### src/rtl/vec_dot_pkg.sv
// Shared opcodes, engine states and the constant log2 helper for the vector dot-product engine.
package vec_dot_pkg;

   typedef enum logic [1:0] {
      OP_READ  = 2'd0,
      OP_WRITE = 2'd1,
      OP_RUN   = 2'd2,
      OP_CLEAR = 2'd3
   } op_e;

   typedef enum logic [1:0] {
      ST_IDLE    = 2'd0,
      ST_RUNNING = 2'd1,
      ST_DONE    = 2'd2
   } state_e;

   function automatic int clog2(input int value);
      int r;
      int v;
      r = 0;
      v = value - 1;
      while (v > 0) begin
         r = r + 1;
         v = v >> 1;
      end
      return r;
   endfunction

endpackage

### src/rtl/vec_dot_mac.sv
// Extend/multiply/accumulate datapath: one element pair per enabled cycle into a registered accumulator.
module vec_dot_mac
   import vec_dot_pkg::*;
#(
   parameter int WORD_W = 4,
   parameter int ACC_W  = 13
) (
   input  logic                     clk,
   input  logic                     rst_n,
   input  logic                     i_clear,
   input  logic                     i_en,
   input  logic                     i_signed_en,
   input  logic [WORD_W-1:0]        i_a,
   input  logic [WORD_W-1:0]        i_b,
   output logic signed [ACC_W-1:0]  o_acc,
   output logic signed [ACC_W-1:0]  o_acc_next
);

   logic signed [ACC_W-1:0] r_acc;
   logic signed [ACC_W-1:0] w_a_ext;
   logic signed [ACC_W-1:0] w_b_ext;
   logic signed [ACC_W-1:0] w_prod;

   // ACC_W is sized so the truncated product and running sum never wrap.
   function automatic logic signed [ACC_W-1:0] ext(input logic [WORD_W-1:0] v, input logic sgn);
      return {{(ACC_W-WORD_W){sgn & v[WORD_W-1]}}, v};
   endfunction

   assign w_a_ext    = ext(i_a, i_signed_en);
   assign w_b_ext    = ext(i_b, i_signed_en);
   assign w_prod     = w_a_ext * w_b_ext;
   assign o_acc_next = r_acc + w_prod;
   assign o_acc      = r_acc;

   always_ff @(posedge clk) begin
      if (!rst_n) begin
         r_acc <= '0;
      end else if (i_clear) begin
         r_acc <= '0;
      end else if (i_en) begin
         r_acc <= o_acc_next;
      end
   end

endmodule

### src/rtl/vec_dot_engine.sv
// Vector store with a sequencer that multiply-accumulates a selected vector pair, one element per cycle.
module vec_dot_engine
   import vec_dot_pkg::*;
#(
   parameter int WORD_W  = 4,
   parameter int VEC_LEN = 16,
   parameter int NUM_VEC = 4,
   localparam int IDX_W  = clog2(VEC_LEN),
   localparam int VSEL_W = clog2(NUM_VEC),
   localparam int ADDR_W = VSEL_W + IDX_W,
   localparam int ACC_W  = 2*WORD_W + IDX_W + 1
) (
   input  logic              clk,
   input  logic              rst_n,
   input  logic [1:0]        op,
   input  logic [ADDR_W-1:0] addr,
   input  logic [WORD_W-1:0] wdata,
   input  logic [VSEL_W-1:0] a_sel,
   input  logic [VSEL_W-1:0] b_sel,
   input  logic [IDX_W-1:0]  len,
   input  logic              signed_en,
   output logic [WORD_W-1:0] rdata,
   output logic [ACC_W-1:0]  result,
   output logic [1:0]        state,
   output logic              err
);

   logic [WORD_W-1:0] r_mem [NUM_VEC*VEC_LEN];

   state_e            r_state;
   logic [VSEL_W-1:0] r_a_sel;
   logic [VSEL_W-1:0] r_b_sel;
   logic [IDX_W-1:0]  r_idx;
   logic [IDX_W-1:0]  r_last;
   logic              r_signed;
   logic [WORD_W-1:0] r_rdata;
   logic [ACC_W-1:0]  r_result;
   logic              r_err;

   op_e                     w_op;
   logic                    w_running;
   logic                    w_mac_clear;
   logic                    w_mac_en;
   logic [WORD_W-1:0]       w_a_word;
   logic [WORD_W-1:0]       w_b_word;
   logic signed [ACC_W-1:0] w_acc;
   logic signed [ACC_W-1:0] w_acc_next;

   assign w_op        = op_e'(op);
   assign w_running   = (r_state == ST_RUNNING);
   assign w_mac_clear = (w_op == OP_CLEAR) || ((w_op == OP_RUN) && !w_running);
   assign w_mac_en    = w_running && (w_op != OP_CLEAR);
   assign w_a_word    = r_mem[{r_a_sel, r_idx}];
   assign w_b_word    = r_mem[{r_b_sel, r_idx}];

   vec_dot_mac #(
      .WORD_W (WORD_W),
      .ACC_W  (ACC_W)
   ) u_mac (
      .clk         (clk),
      .rst_n       (rst_n),
      .i_clear     (w_mac_clear),
      .i_en        (w_mac_en),
      .i_signed_en (r_signed),
      .i_a         (w_a_word),
      .i_b         (w_b_word),
      .o_acc       (w_acc),
      .o_acc_next  (w_acc_next)
   );

   // Memory is deliberately left out of reset so contents survive a mid-run reset.
   always_ff @(posedge clk) begin
      if ((w_op == OP_WRITE) && !w_running) begin
         r_mem[addr] <= wdata;
      end
   end

   always_ff @(posedge clk) begin
      if (!rst_n) begin
         r_state  <= ST_IDLE;
         r_idx    <= '0;
         r_rdata  <= '0;
         r_result <= '0;
         r_err    <= 1'b0;
      end else begin
         if (w_running) begin
            r_idx <= r_idx + 1'b1;
            if (r_idx == r_last) begin
               r_result <= w_acc_next;
               r_state  <= ST_DONE;
            end
         end

         case (w_op)
            OP_READ: begin
               r_rdata <= r_mem[addr];
            end
            OP_WRITE: begin
               if (w_running) r_err <= 1'b1;
            end
            OP_RUN: begin
               if (w_running) begin
                  r_err <= 1'b1;
               end else begin
                  // len==0 wraps to VEC_LEN-1, so zero naturally means a full-length run.
                  r_a_sel  <= a_sel;
                  r_b_sel  <= b_sel;
                  r_last   <= len - 1'b1;
                  r_signed <= signed_en;
                  r_idx    <= '0;
                  r_state  <= ST_RUNNING;
               end
            end
            OP_CLEAR: begin
               r_state  <= ST_IDLE;
               r_idx    <= '0;
               r_result <= '0;
               r_err    <= 1'b0;
            end
            default: ;
         endcase
      end
   end

   assign rdata  = r_rdata;
   assign result = r_result;
   assign state  = r_state;
   assign err    = r_err;

endmodule

### config.mk
export PLATFORM = sky130hd
export DESIGN_NAME = vec_dot_engine
export DESIGN_NICKNAME = d
export VERILOG_FILES = /design/src/rtl/vec_dot_pkg.sv /design/src/rtl/vec_dot_mac.sv /design/src/rtl/vec_dot_engine.sv
export SDC_FILE = /design/constraint.sdc
export NUM_CORES = 1
export LEC_CHECK = 0
export BUFFER_PORTS_ARGS = -buffer_cell sky130_fd_sc_hd__buf_4
export CELL_PAD_IN_SITES_DETAIL_PLACEMENT = 1
export CELL_PAD_IN_SITES_GLOBAL_PLACEMENT = 2
export CORE_MARGIN = 2
export CORE_UTILIZATION = 40
export DETAILED_ROUTE_END_ITERATION = 6
export HOLD_SLACK_MARGIN = 0.1
export PLACE_DENSITY_LB_ADDON = 0.1
export SYNTH_ARGS = -nofsm -noshare
export SYNTH_HDL_FRONTEND = slang
export SYNTH_SLANG_ARGS = --single-unit
### constraint.sdc
create_clock -name clk -period 13.88 [get_ports clk]
set_clock_uncertainty 0.2 [all_clocks]
set_input_delay 2.776 -clock clk [delete_from_list [all_inputs] [get_ports clk]]
set_output_delay 2.776 -clock clk [all_outputs]
set_load 0.05 [all_outputs]
==> flow_metrics.py, run 1 <==
metrics = {
    "critical_path": {
        "worstReg2RegEnd": "result[12]$_SDFFE_PP0P_",
        "cp.arrival_ns": 9.21,
        "worstPathRequired_ns": 14.15,
        "r2r-start": "r_idx[0]$_SDFF_PN0_",
        "timing.critical_path.to_type": "register",
        "crit_fanout": 42,
        "crit_type": "reg2reg",
        "cp-start-kind": "register",
        "r2r_slack_ns": 4.94,
        "r2r_cells": 24,
    },
    "routing": {
        "vias": 9897,
        "wirelength_um": 47100,
        "ant_nets": 0,
        "drc": 0,
        "avgViaCountPerCell": 5.98,
        "drt_iter0_markers": 651,
        "wl_per_cell_um": 28.4,
        "firstDrtPassIters": 5,
    },
    "yosys": {
        "synth-edff-count": 265,
        "syn_area_mm2": 0.0157,
        "synthCells": 1086,
        "syn_avg_cell_area_um2": 14.5,
        "ys_warn_count": 0,
        "synth_ff_type": "edfxtp_1",
        "yosysSeqAreaShare_pct": 55.3,
        "synth_area_leaders": "edfxtp_1, mux4_2, dfxtp_1",
        "synth_top_area_share_pct": 50.6,
        "syn_nets": 1162,
        "ys_seq_elements": 302,
        "ys_types": 65,
        "synth-async-reset-ratio_pct": 0,
        "synth_top_area_cell": "edfxtp_1",
    },
    "floorplanning": {
        "num_io_pins": 43,
        "die_y_um": 202,
        "core_mm2": 0.0387,
        "row_count": 72,
        "die-area_mm2": 0.0409,
        "start_util_pct": 40.6,
        "dieWidth_um": 202,
    },
    "cells_and_area": {
        "antenna_cells": 0,
        "postLayoutCoreUtil_pct": 45.5,
        "final_cell_area_mm2": 0.0176,
        "final_nets": 1189,
        "drive_gt1_share_pct": 23.2,
        "n_fill_cell": 3873,
        "syn_to_final_growth_pct": 12.0,
        "layout.cells.non_filler": 1655,
    },
    "placement": {
        "dp.cells": 1594,
        "port_buffers": 42,
        "hpwl_um": 32300,
        "gp_congestion": 0.795,
        "dpl_cell_area_mm2": 0.0165,
        "post-place-ws_ns": 4.87,
    },
    "power_and_ir_drop": {
        "powerDensity_mw_per_mm2": 125,
        "power.leakage_nw": 5.79,
        "vdd_drop_max_uv": 108,
        "finalPower_mw": 2.20,
    },
    "timing": {
        "finalSetupViolations": 0,
        "finalSetupTns_ns": 0,
        "fin_ws_ns": 4.94,
        "hold_ws_ns": 0.256,
        "grt_setup_unrepaired": "no",
        "hold_violations": 0,
        "finalCriticalPeriod_ns": 8.94,
        "relSlewSlack_pct": 27.9,
        "tightest_slew_ns": 1.07,
        "report.final.slew_viol_count": 0,
        "fin_crit_sh_pct": 64.4,
        "fmax_mhz": 112,
    },
    "min_path": {
        "holdPathStages": 2,
        "min_to": "result[6]$_SDFFE_PP0P_",
        "hp-start": "result[6]$_SDFFE_PP0P_",
        "hold_path.class": "reg2reg",
    },
    "clock_tree": {
        "post_cts_resized": 0,
        "h-tree-depth": 2,
        "cts_tree": "yes",
        "root_buffer": "clkbuf_16",
        "cts.hold.buffers_added": 0,
        "cts.sinks": 302,
        "cts_setup_buffers": 0,
        "clk_pin_slew_worst_paths_ns": 0.06,
        "clk_path_buf_depth": 3,
        "cts_buffers": 35,
        "clock_latency_ns": 0.55,
    },
    "run_status": {
        "status": "finished clean",
    },
    "global_route": {
        "grt_pass1_wl_um": 70500,
        "grt_max_degree": 65,
        "antenna_found_initial": 1,
        "grt_util_all_layers_pct": 23.6,
        "grt_overflow": 0,
        "grt_pass1_vias": 10400,
    },
    "flow_run": {
        "maxCapViolations": 0,
    },
}
worst max-delay path by stage:
stage	startpoint	end	slack (ns)	cells past startpoint
final	r_idx[0]$_SDFF_PN0_	result[12]$_SDFFE_PP0P_	4.94	24
after global routing	r_idx[0]$_SDFF_PN0_	result[12]$_SDFFE_PP0P_	4.29	24
after CTS	r_idx[0]$_SDFF_PN0_	result[12]$_SDFFE_PP0P_	4.84	24
after detailed placement	r_idx[0]$_SDFF_PN0_	result[12]$_SDFFE_PP0P_	4.87	24
after global placement	r_idx[0]$_SDFF_PN0_	result[12]$_SDFFE_PP0P_	5.03	24
after floorplan	r_idx[1]$_SDFF_PN0_	result[12]$_SDFFE_PP0P_	6.74	23
metal layers:
metal | GRT usage, % | up-vias | share of wire (%)
li1 | - | 4349 | -
met1 | 29.9 | 5183 | 41
met2 | 40.3 | 290 | 50
met3 | 5.27 | 73 | 6.0
met4 | 7.27 | 2 | 2.6
met5 | 0 | - | 0.028
registers in the layout, indices dropped and copies added (netlist names):
| signal | cells |
|---|---|
| state | 2 |
| r_a_sel | 2 |
| r_b_sel | 2 |
| result | 13 |
| err | 1 |
| r_mem | 256 |
| r_signed | 1 |
| rdata | 4 |
| u_mac.o_acc | 13 |
| r_last | 4 |
| r_idx | 4 |
area by class of cell:
type / instances / area [um2] / area share, %
sequential: 302 / 8710 / 49.4
multi-input combinational: 679 / 6580 / 37.3
clock buffer: 48 / 977 / 5.55
tap: 518 / 648 / 3.68
timing repair buffer: 55 / 413 / 2.34
inverter: 40 / 150 / 0.853
clock inverter: 13 / 139 / 0.789
placed cells by master, fill, tap and decap left out, types with 12 or more instances in the layout:
master / n
inv_1: 38
mux2_2: 32
xor2_1: 12
nand2_1: 56
dfxtp_1: 35
edfxtp_1: 265
mux2i_1: 16
a22oi_1: 12
a221oi_1: 30
ha_1: 34
a21oi_1: 36
fa_1: 19
nor2b_1: 18
buf_4: 55
o21ai_0: 23
nand3_1: 19
xnor2_1: 12
clkbuf_16: 37
nor2_1: 116
mux4_2: 108
Yosys cell counts (3+ instances only):
cell,count
nor2_1,117
fa_1,19
o22ai_1,8
o21ai_0,23
a31oi_1,5
a221oi_1,30
ha_1,34
nand3_1,19
buf_2,9
xnor2_1,12
a22o_1,8
nand2b_1,9
xor2_1,12
nand2_1,56
buf_1,15
or2_1,3
a221o_1,10
mux4_2,108
nand3b_1,3
o21a_1,7
a22oi_1,12
dfxtp_1,37
and3_1,4
a21oi_1,36
o22a_1,5
nor3_1,11
o221a_2,4
mux2i_1,16
a21o_1,7
edfxtp_1,265
a221oi_2,4
and2_1,5
o21bai_1,5
buf_6,6
clkbuf_1,35
nor2b_1,18
a211oi_1,5
inv_1,38
mux2_2,32
worst max-delay path, stage by stage, from the launching register on:
cell and delay (ns):
dfxtp_4 0.70, buf_4 0.77, mux4_2 0.61, mux4_2 0.57, mux2_2 0.32, o221ai_2 0.34
or2_2 0.20, nor2_1 0.10, fa_1 0.51, inv_1 0.05, fa_1 0.48, fa_1 0.51
inv_1 0.04, ha_1 0.31, o21ai_0 0.14, o21bai_1 0.14, a21oi_1 0.09, xnor2_1 0.83
ha_1 0.46, a21o_1 0.24, nor3_1 0.18, a21boi_0 0.32, nor2_1 0.10, or4_1 0.47
nand4_1 0.10
where the power goes:
| part | internal [mW] | switching [mW] |
|---|---|---|
| combinational | 0.109 | 0.178 |
| clock | 0.547 | 0.366 |
| sequential | 0.993 | 0.00696 |
| total | 1.65 | 0.552 |
cells by family (layout without fill, tap and decap cells):
kind of cell | after synthesis | count (layout) | share of synthesized area, %
mux | 156 | 156 | 18.8
buf+inv | 105 | 156 | 2.87
compound gates | 186 | 186 | 9.07
flops | 302 | 302 | 55.3
simple gates | 260 | 260 | 7.49
xor+xnor | 24 | 24 | 1.34
fa+ha+maj | 53 | 53 | 5.13
(Power assumes the default switching activity.)
==> inputs of run 2 (changes only) <==
Clock period 13.88 ns to 8.9 ns, I/O delays scaled along.
==> flow_metrics.py, run 2 (same netlist as run 1, synthesis figures left out) <==
metrics = {
    "run_status": {
        "status": "finished clean",
    },
    "clock_tree": {
        "h-tree-depth": 2,
        "root_buffer": "clkbuf_16",
        "clk_path_buf_depth": 3,
        "cts_setup_buffers": 0,
        "cts.sinks": 302,
        "cts.hold.buffers_added": 0,
        "cts_tree": "yes",
        "clk_pin_slew_worst_paths_ns": 0.06,
        "cts_buffers": 35,
        "post_cts_resized": 0,
        "clock_latency_ns": 0.56,
    },
    "critical_path": {
        "cp-start-kind": "register",
        "timing.critical_path.to_type": "register",
        "crit_type": "reg2reg",
        "cp.arrival_ns": 8.35,
        "worstPathRequired_ns": 9.19,
        "crit_fanout": 32,
    },
    "routing": {
        "firstDrtPassIters": 5,
        "drc": 0,
        "drt_iter0_markers": 830,
        "avgViaCountPerCell": 6.06,
        "vias": 10100,
        "ant_nets": 0,
        "wl_per_cell_um": 29.3,
        "wirelength_um": 48800,
    },
    "cells_and_area": {
        "layout.cells.non_filler": 1662,
        "syn_to_final_growth_pct": 12.4,
        "drive_gt1_share_pct": 23.6,
        "postLayoutCoreUtil_pct": 45.6,
        "antenna_cells": 0,
        "final_cell_mix": "edfxtp_1, nor2_1, mux4_2, nand2_1, buf_4",
        "largest_reg_flops": 256,
        "final_common_cell": "edfxtp_1",
        "final_cell_area_mm2": 0.0177,
        "final_nets": 1193,
        "regMostFlops": "r_mem",
    },
    "floorplanning": {
        "die-area_mm2": 0.0409,
        "row_count": 72,
        "die_y_um": 202,
        "start_util_pct": 40.6,
        "num_io_pins": 43,
        "dieWidth_um": 202,
        "core_mm2": 0.0387,
    },
    "power_and_ir_drop": {
        "vdd_drop_max_uv": 150,
        "powerDensity_mw_per_mm2": 194,
        "power.switching_mw": 0.889,
        "internal-power_mw": 2.54,
        "power.leakage_nw": 5.81,
        "pwr-share-seq_pct": 45.3,
        "swShare_pct": 25.9,
        "clkPwrFrac_pct": 41.3,
        "pwr-share-comb_pct": 13.4,
    },
    "timing": {
        "hold_violations": 0,
        "relSlewSlack_pct": 22.9,
        "finalSetupViolations": 0,
        "finalSetupTns_ns": 0,
        "fin_crit_sh_pct": 90.6,
        "report.final.slew_viol_count": 0,
        "fmax_mhz": 124,
        "finalCriticalPeriod_ns": 8.06,
        "hold_ws_ns": 0.256,
        "grt_setup_unrepaired": "no",
        "tightest_slew_ns": 1.15,
    },
    "placement": {
        "hpwl_um": 33500,
        "gp_congestion": 0.805,
        "dp.cells": 1598,
        "port_buffers": 42,
        "dpl_cell_area_mm2": 0.0166,
    },
    "global_route": {
        "antenna_found_initial": 0,
        "grt_overflow": 0,
        "grt_max_degree": 65,
        "grt_util_all_layers_pct": 24.2,
        "grt_pass1_wl_um": 72500,
        "grt_pass1_vias": 10600,
    },
    "min_path": {
        "hold_path.class": "reg2reg",
    },
    "flow_run": {
        "maxCapViolations": 0,
    },
}
[run 2: final cells by class]
class | instances | area (um2)
well taps | 518 | 648
flip-flops and latches | 302 | 8710
fillers | 3854 | 21100
repair buffers | 59 | 480
multi-input cells | 679 | 6570
inverters | 40 | 150
clock buffers | 47 | 962
clock inverters | 17 | 151
[run 2: power by group through the flow]
stage               clock network [mW]  registers, mW  logic [mW]
finish                            1.42           1.56       0.460
global route                      1.50           1.56       0.503
CTS                               1.45           1.56       0.466
detailed placement                   0           1.59       0.465
global placement                     0           1.59       0.460
floorplan                            0           1.59       0.306
[run 2: per-layer routing]
layer / wire length, um / up-vias / GRT usage, %
met3: 2410 / 91 / 3.63
met4: 1490 / 0 / 8.42
li1: - / 4358 / -
met5: 0 / - / 0
met2: 24600 / 358 / 41.4
met1: 20300 / 5265 / 31.5
[run 2: worst max-delay path: stages (launching register included)]
cell and delay (ns):
dfxtp_4 0.37, buf_12 0.25, mux4_2 0.55, mux4_2 0.54, mux2_2 0.30, o221ai_2 0.36, or2_2 0.20, nor2_1 0.09
fa_1 0.53, inv_1 0.06, fa_1 0.47, fa_1 0.51, inv_1 0.04, ha_1 0.31, o21ai_0 0.14, o21bai_1 0.14
a21oi_1 0.09, xnor2_1 0.89, ha_1 0.47, a21o_1 0.23, nor3_1 0.17, a21boi_0 0.32, nor2_1 0.11, or4_1 0.48
nand4_1 0.10
[run 2: worst paths after layout]
| path | start | endpoint | slack, ns | depth (start not counted) |
|---|---|---|---|---|
| worst max-delay path | r_idx[0]$_SDFF_PN0_ | result[12]$_SDFFE_PP0P_ | 0.84 | 24 |
| worst min-delay path | result[1]$_SDFFE_PP0P_ | result[1]$_SDFFE_PP0P_ | 0.26 | 2 |
| worst max register to register | r_idx[0]$_SDFF_PN0_ | result[12]$_SDFFE_PP0P_ | 0.84 | 24 |
| worst min register to register | result[1]$_SDFFE_PP0P_ | result[1]$_SDFFE_PP0P_ | 0.26 | 2 |
[run 2: metrics by stage]
stage	power, mW	setup WS (ns)
after global routing	3.56	0.392
final	3.43	0.837
after detailed placement	2.05	0.834
after global placement	2.05	1.02
after floorplan	1.90	1.76
after CTS	3.47	0.794
